--- config.mk ---
export PLATFORM = sky130hd
export DESIGN_NAME = multicycle_control_flat
export DESIGN_NICKNAME = d
export VERILOG_FILES = /design/src/rtl/multicycle_control_if.sv /design/src/rtl/multicycle_control.sv /design/src/flat_wrapper.sv
export SDC_FILE = /design/constraint.sdc
export NUM_CORES = 1
export LEC_CHECK = 0
export ABC_AREA = 1
export ABC_CLOCK_PERIOD_IN_PS = 2700
export CAP_MARGIN = 20
export CORE_MARGIN = 5
export CORE_UTILIZATION = 43
export CTS_CLUSTER_DIAMETER = 60
export DETAILED_ROUTE_END_ITERATION = 8
export GPL_TIMING_DRIVEN = 1
export PLACE_DENSITY_LB_ADDON = 0.05
export SKIP_CTS_REPAIR_TIMING = 1
export SLEW_MARGIN = 20
export SYNTH_ARGS = -nofsm -noshare
export SYNTH_HDL_FRONTEND = slang
export SYNTH_SLANG_ARGS = --single-unit
export TNS_END_PERCENT = 10
--- constraint.sdc ---
create_clock -name clk -period 2.7 [get_ports clk]
set_input_delay 0.81 -clock clk [delete_from_list [all_inputs] [get_ports clk]]
set_output_delay 0.81 -clock clk [all_outputs]
set_load 0.05 [all_outputs]
--- src/rtl/multicycle_control_if.sv ---
// Handshake bundle between the instruction register / datapath and the
// multicycle controller.
//   Inputs to the controller: cond, op, funct, rd (instruction fields held in
//   the IR) and alu_flags ({N,Z,C,V} from the ALU in the current cycle).
//   Outputs from the controller: datapath selects, gated write enables and
//   the current state encoding for debug.
// The slave modport is the controller; the master modport is the
// IR / datapath side.
interface multicycle_control_if;
  logic [3:0] cond;
  logic [1:0] op;
  logic [5:0] funct;
  logic [3:0] rd;
  logic [3:0] alu_flags;

  logic       pc_write;
  logic       adr_src;
  logic       mem_write;
  logic       ir_write;
  logic       reg_write;
  logic [1:0] result_src;
  logic       alu_src_a;
  logic [1:0] alu_src_b;
  logic [1:0] alu_control;
  logic [1:0] imm_src;
  logic [1:0] reg_src;
  logic [3:0] state;

  modport slave (
    input  cond, op, funct, rd, alu_flags,
    output pc_write, adr_src, mem_write, ir_write, reg_write, result_src,
           alu_src_a, alu_src_b, alu_control, imm_src, reg_src, state
  );

  modport master (
    output cond, op, funct, rd, alu_flags,
    input  pc_write, adr_src, mem_write, ir_write, reg_write, result_src,
           alu_src_a, alu_src_b, alu_control, imm_src, reg_src, state
  );
endinterface

--- src/rtl/multicycle_control.sv ---
// Multicycle control unit for the ARM-subset core (ADD, SUB, AND, ORR, LDR,
// STR, B). A 10-state FSM sequences one shared ALU and one unified memory
// across the cycles of each instruction; it also holds the NZCV flags and the
// condition-pass latch that gates all architectural writes.
// Ports:
//   clk   - rising-edge clock
//   reset - synchronous, active-high; returns the FSM to fetch, clears flags
//   ctrl  - slave side of multicycle_control_if (instruction fields in,
//           datapath selects, write enables and debug state out)
module multicycle_control (
  input  logic                        clk,
  input  logic                        reset,
  multicycle_control_if.slave         ctrl
);

  typedef enum logic [3:0] {
    StFetch    = 4'd0,
    StDecode   = 4'd1,
    StMemAdr   = 4'd2,
    StMemRead  = 4'd3,
    StMemWb    = 4'd4,
    StMemWrite = 4'd5,
    StExecR    = 4'd6,
    StExecI    = 4'd7,
    StAluWb    = 4'd8,
    StBranch   = 4'd9
  } state_e;

  state_e     state_q;
  logic [3:0] flags_q;   // {N,Z,C,V}
  logic       cond_ex_q;

  logic       next_pc, branch, reg_w, mem_w, ir_w, alu_op;
  logic       cond_ex;
  logic       pcs;
  logic [3:0] cmd;
  logic [1:0] flag_w;

  assign cmd = ctrl.funct[4:1];

  // Per-state datapath decode. Write strobes here are ungated.
  always_comb begin
    next_pc              = 1'b0;
    branch               = 1'b0;
    reg_w                = 1'b0;
    mem_w                = 1'b0;
    ir_w                 = 1'b0;
    alu_op               = 1'b0;
    ctrl.adr_src         = 1'b0;
    ctrl.result_src      = 2'b00;
    ctrl.alu_src_a       = 1'b0;
    ctrl.alu_src_b       = 2'b00;
    case (state_q)
      StFetch: begin
        ir_w            = 1'b1;
        next_pc         = 1'b1;
        ctrl.alu_src_a  = 1'b1;
        ctrl.alu_src_b  = 2'b10;
        ctrl.result_src = 2'b10;
      end
      StDecode: begin
        ctrl.alu_src_a  = 1'b1;
        ctrl.alu_src_b  = 2'b10;
        ctrl.result_src = 2'b10;
      end
      StMemAdr:   ctrl.alu_src_b = 2'b01;
      StMemRead:  ctrl.adr_src   = 1'b1;
      StMemWb: begin
        ctrl.result_src = 2'b01;
        reg_w           = 1'b1;
      end
      StMemWrite: begin
        ctrl.adr_src = 1'b1;
        mem_w        = 1'b1;
      end
      StExecR:    alu_op = 1'b1;
      StExecI: begin
        ctrl.alu_src_b = 2'b01;
        alu_op         = 1'b1;
      end
      StAluWb:    reg_w = 1'b1;
      StBranch: begin
        ctrl.alu_src_b  = 2'b01;
        ctrl.result_src = 2'b10;
        branch          = 1'b1;
      end
      default: ;
    endcase
  end

  // ALU decode and flag-write enables.
  always_comb begin
    ctrl.alu_control = 2'b00;
    if (alu_op) begin
      case (cmd)
        4'b0100: ctrl.alu_control = 2'b00;
        4'b0010: ctrl.alu_control = 2'b01;
        4'b0000: ctrl.alu_control = 2'b10;
        4'b1100: ctrl.alu_control = 2'b11;
        default: ctrl.alu_control = 2'b00;
      endcase
    end
    flag_w[1] = alu_op & ctrl.funct[0];
    flag_w[0] = alu_op & ctrl.funct[0] & ((cmd == 4'b0100) | (cmd == 4'b0010));
  end

  // Condition evaluation against the registered flags.
  always_comb begin
    logic n, z, c, v;
    {n, z, c, v} = flags_q;
    case (ctrl.cond)
      4'b0000: cond_ex = z;
      4'b0001: cond_ex = ~z;
      4'b0010: cond_ex = c;
      4'b0011: cond_ex = ~c;
      4'b0100: cond_ex = n;
      4'b0101: cond_ex = ~n;
      4'b0110: cond_ex = v;
      4'b0111: cond_ex = ~v;
      4'b1000: cond_ex = c & ~z;
      4'b1001: cond_ex = ~c | z;
      4'b1010: cond_ex = (n == v);
      4'b1011: cond_ex = (n != v);
      4'b1100: cond_ex = ~z & (n == v);
      4'b1101: cond_ex = z | (n != v);
      4'b1110: cond_ex = 1'b1;
      default: cond_ex = 1'b0;
    endcase
  end

  always_ff @(posedge clk) begin
    if (reset) begin
      state_q   <= StFetch;
      flags_q   <= 4'b0000;
      cond_ex_q <= 1'b0;
    end else begin
      // Latched once per instruction so its own flag update cannot
      // change whether its writeback happens.
      if (state_q == StDecode) cond_ex_q <= cond_ex;
      if (((state_q == StExecR) || (state_q == StExecI)) && cond_ex_q) begin
        if (flag_w[1]) flags_q[3:2] <= ctrl.alu_flags[3:2];
        if (flag_w[0]) flags_q[1:0] <= ctrl.alu_flags[1:0];
      end
      case (state_q)
        StFetch:    state_q <= StDecode;
        StDecode: begin
          case (ctrl.op)
            2'b01:   state_q <= StMemAdr;
            2'b00:   state_q <= ctrl.funct[5] ? StExecI : StExecR;
            2'b10:   state_q <= StBranch;
            default: state_q <= StFetch;
          endcase
        end
        StMemAdr:   state_q <= ctrl.funct[0] ? StMemRead : StMemWrite;
        StMemRead:  state_q <= StMemWb;
        StExecR:    state_q <= StAluWb;
        StExecI:    state_q <= StAluWb;
        default:    state_q <= StFetch;
      endcase
    end
  end

  assign pcs            = ((ctrl.rd == 4'd15) & reg_w) | branch;
  assign ctrl.pc_write  = ~reset & (next_pc | (pcs & cond_ex_q));
  assign ctrl.reg_write = ~reset & reg_w & cond_ex_q;
  assign ctrl.mem_write = ~reset & mem_w & cond_ex_q;
  assign ctrl.ir_write  = ~reset & ir_w;
  assign ctrl.imm_src   = ctrl.op;
  assign ctrl.reg_src   = {ctrl.op == 2'b01, ctrl.op == 2'b10};
  assign ctrl.state     = state_q;

endmodule

--- src/flat_wrapper.sv ---
// flat-port wrapper written by rule: the top's interface ports become plain ports
module multicycle_control_flat 
  (clk, reset, ctrl_cond, ctrl_op, ctrl_funct, ctrl_rd, ctrl_alu_flags, ctrl_pc_write, ctrl_adr_src, ctrl_mem_write, ctrl_ir_write, ctrl_reg_write, ctrl_result_src, ctrl_alu_src_a, ctrl_alu_src_b, ctrl_alu_control, ctrl_imm_src, ctrl_reg_src, ctrl_state);
  multicycle_control_if ctrl_i ();
  input  logic clk;
  input  logic reset;
  input wire logic [$bits(ctrl_i.cond)-1:0] ctrl_cond;
  input wire logic [$bits(ctrl_i.op)-1:0] ctrl_op;
  input wire logic [$bits(ctrl_i.funct)-1:0] ctrl_funct;
  input wire logic [$bits(ctrl_i.rd)-1:0] ctrl_rd;
  input wire logic [$bits(ctrl_i.alu_flags)-1:0] ctrl_alu_flags;
  output wire logic [$bits(ctrl_i.pc_write)-1:0] ctrl_pc_write;
  output wire logic [$bits(ctrl_i.adr_src)-1:0] ctrl_adr_src;
  output wire logic [$bits(ctrl_i.mem_write)-1:0] ctrl_mem_write;
  output wire logic [$bits(ctrl_i.ir_write)-1:0] ctrl_ir_write;
  output wire logic [$bits(ctrl_i.reg_write)-1:0] ctrl_reg_write;
  output wire logic [$bits(ctrl_i.result_src)-1:0] ctrl_result_src;
  output wire logic [$bits(ctrl_i.alu_src_a)-1:0] ctrl_alu_src_a;
  output wire logic [$bits(ctrl_i.alu_src_b)-1:0] ctrl_alu_src_b;
  output wire logic [$bits(ctrl_i.alu_control)-1:0] ctrl_alu_control;
  output wire logic [$bits(ctrl_i.imm_src)-1:0] ctrl_imm_src;
  output wire logic [$bits(ctrl_i.reg_src)-1:0] ctrl_reg_src;
  output wire logic [$bits(ctrl_i.state)-1:0] ctrl_state;
  assign ctrl_i.cond = ctrl_cond;
  assign ctrl_i.op = ctrl_op;
  assign ctrl_i.funct = ctrl_funct;
  assign ctrl_i.rd = ctrl_rd;
  assign ctrl_i.alu_flags = ctrl_alu_flags;
  assign ctrl_pc_write = ctrl_i.pc_write;
  assign ctrl_adr_src = ctrl_i.adr_src;
  assign ctrl_mem_write = ctrl_i.mem_write;
  assign ctrl_ir_write = ctrl_i.ir_write;
  assign ctrl_reg_write = ctrl_i.reg_write;
  assign ctrl_result_src = ctrl_i.result_src;
  assign ctrl_alu_src_a = ctrl_i.alu_src_a;
  assign ctrl_alu_src_b = ctrl_i.alu_src_b;
  assign ctrl_alu_control = ctrl_i.alu_control;
  assign ctrl_imm_src = ctrl_i.imm_src;
  assign ctrl_reg_src = ctrl_i.reg_src;
  assign ctrl_state = ctrl_i.state;
  multicycle_control u_core (.clk(clk), .reset(reset), .ctrl(ctrl_i));
endmodule
==> impl_metrics.tcl, run 1 <==
set metrics [dict create \
    grt_max_degree 8 \
    ant_nets 0 \
    cp-startpoint "ctrl_funct[4]" \
    ys_ff_latch 9 \
    layout_common_cells "41 x nand2_1, 21 x nor2_1, 21 x clkdlybuf4s50_1, 14 x inv_1, 11 x buf_12" \
    firstDrtPassIters 4 \
    cts_tree "built" \
    path_clk_slew_ps 60 \
    wirelength_mm 2.60 \
    port_buffers 41 \
    path_max_fanout 3 \
    critPathRequiredTime_ps 1890 \
    power_mw 0.499 \
    antenna_cells 0 \
    r2r-end "u_core.flags_q[1]" \
    areaGrowthSynthToFinish_pct 71.3 \
    track_usage_pct 18.9 \
    clock_path_buffers 2 \
    cts_made_buffers 3 \
    antenna_found_initial 0 \
    period_minus_slack_ps 2720 \
    tightest_slew_ps 507 \
    crit_arrival_ps 1910 \
    overflow 0 \
    core_region_area_mm2 0.00192 \
    finalSetupViolCount 1 \
    p_leak_nw 0.701 \
    fin_ws_ps -17.6 \
    wl_per_cell_um 11.9 \
    drive_gt1_share_pct 24.0 \
    post-route-period-util_pct 101 \
    syn_inst 147 \
    num_vias 1084 \
    synth_edf_count 0 \
    nets 215 \
    hpwl_mm 2.15 \
    gp_congestion 0.832 \
    hold_start "u_core.flags_q[1]" \
    synthTopCellsByArea "dfxtp_1 21%, nand2_1 18%, nor2_1 9.7%" \
    nFillCells 158 \
    synth_nets 169 \
    yosysTopAreaCell "dfxtp_1" \
    power_density_mw_per_mm2 342 \
    hp-class "register to register" \
    grt_pass1_wl_mm 4.21 \
    slew_viol_final 0 \
    status "complete, but fails checks" \
    place_ws_ps -68.5 \
    hold_viol_final 0 \
    violations "setup timing" \
    die_w_um 54.5 \
    die_h_um 54.5 \
    netlist_area_um2 853 \
    cts_sinks 9 \
    grt_pass1_vias 1045 \
    reg2regPathDepth 6 \
    vias_per_cell 4.95 \
    drcViolationCount 0 \
    synth_flop_cell "dfxtp_1" \
    design_area_mm2 0.00146 \
    synth_seq_area_share_pct 21.1 \
    syn_area_per_cell_um2 5.80 \
    clock_skew_ps 9.25 \
    hold_ws_ps 486 \
    synth_top_area_share_pct 21.1 \
    place_inst 215 \
    crit_type "input port to output port" \
    layout.cells.non_filler 219 \
    start_util_pct 44.4 \
    drv_cap 0 \
    endpoint_kind "output port" \
    clockRootBuffer "clkbuf_4" \
    critPathCapture "ctrl_alu_control[0]" \
    rsz0062_at_grt "yes" \
    synth.distinct_cells 27 \
    max_freq_mhz 368 \
    insertion_delay_ps 260 \
    ctsHtreeMaxLevel 1 \
    yosysWarnings 0 \
    dieArea_mm2 0.00298 \
    r2r-start "u_core.ctrl.state[1]" \
    max_slew_margin_pct 66.1 \
    reg2reg_slack_ps 1450 \
    async_flop_share_pct 0 \
    placedInstanceArea_mm2 0.00141 \
    peakVddDrop_v 0.000249 \
    final_common_cell "nand2_1" \
    rows 16 \
    whs_path_depth 2 \
    drt_iter0_markers 38 \
    io_pins 42 \
    crit_path_start_kind "input port" \
]
## report_power, final
group | total (mW) | internal (mW) | switching [mW]
clock | 0.109 | 0.0570 | 0.0516
sequential | 0.144 | 0.138 | 0.00566
combinational | 0.247 | 0.104 | 0.143
## cells by family after synthesis
group	after synthesis	share of synthesized area, %
flip-flops	9	21.1
AND/OR/NAND/NOR	85	45.5
AO/OA/AOI/OAI	22	15.1
buffers and inverters	31	18.3
## Yosys cell counts, types with 2 or more instances
master and n:
a21oi_1 10, buf_4 3, bufinv_8 2, dfxtp_1 9, inv_1 14, inv_2 10, nand2_1 41, nand3_1 9
nand4_1 3, nor2_1 22, nor2_4 2, nor3_1 3, o21ai_0 2, o21ai_1 4
## per-stage QoR
step	setup TNS [ps]	utilization [%]
2_1_floorplan	-101	-
5_1_grt	-181	76.0
3_5_place_dp	-182	73.4
3_3_place_gp	-16.2	73.4
6_report	-17.6	76.0
4_1_cts	-206	74.7
## how the worst min path moves through the flow
stage / end
2_1_floorplan: u_core.flags_q[1]
3_3_place_gp: u_core.flags_q[1]
5_1_grt: u_core.flags_q[1]
3_5_place_dp: u_core.flags_q[1]
6_report: u_core.flags_q[1]
4_1_cts: u_core.flags_q[1]
## critical path, cell delays in order
cell	delay [ps]
clkdlybuf4s50_1	450
nor2_1	150
nand3_1	130
a21oi_2	210
buf_12	160
## state kept, by name, summed over array words and instances (netlist names)
name / count
u_core.ctrl.state: 4
u_core.flags_q: 4
u_core.cond_ex_q: 1
## metal layers
layer / wire (um) / vias to the layer above / track usage (%)
li1: - / 552 / -
met1: 1040 / 476 / 22.1
met2: 1320 / 54 / 34.5
met3: 218 / 2 / 3.27
met4: 26 / 0 / 6.22
met5: 0 / - / 0
## area by class of cell
type | instances | area, um2 | area share, %
Clock buffer | 4 | 26.3 | 1.80
Inverter | 27 | 129 | 8.82
Tap cell | 27 | 33.8 | 2.31
Multi-Input combinational cell | 107 | 534 | 36.6
Timing Repair Buffer | 45 | 558 | 38.2
Sequential cell | 9 | 180 | 12.3
(Power assumes the default switching activity.)
==> run 2: changes to the inputs <==
CAP_MARGIN = unset   (was 20)
==> results of run 2 <==
The final DEF is identical to that of run 1; final timing and power are the same.
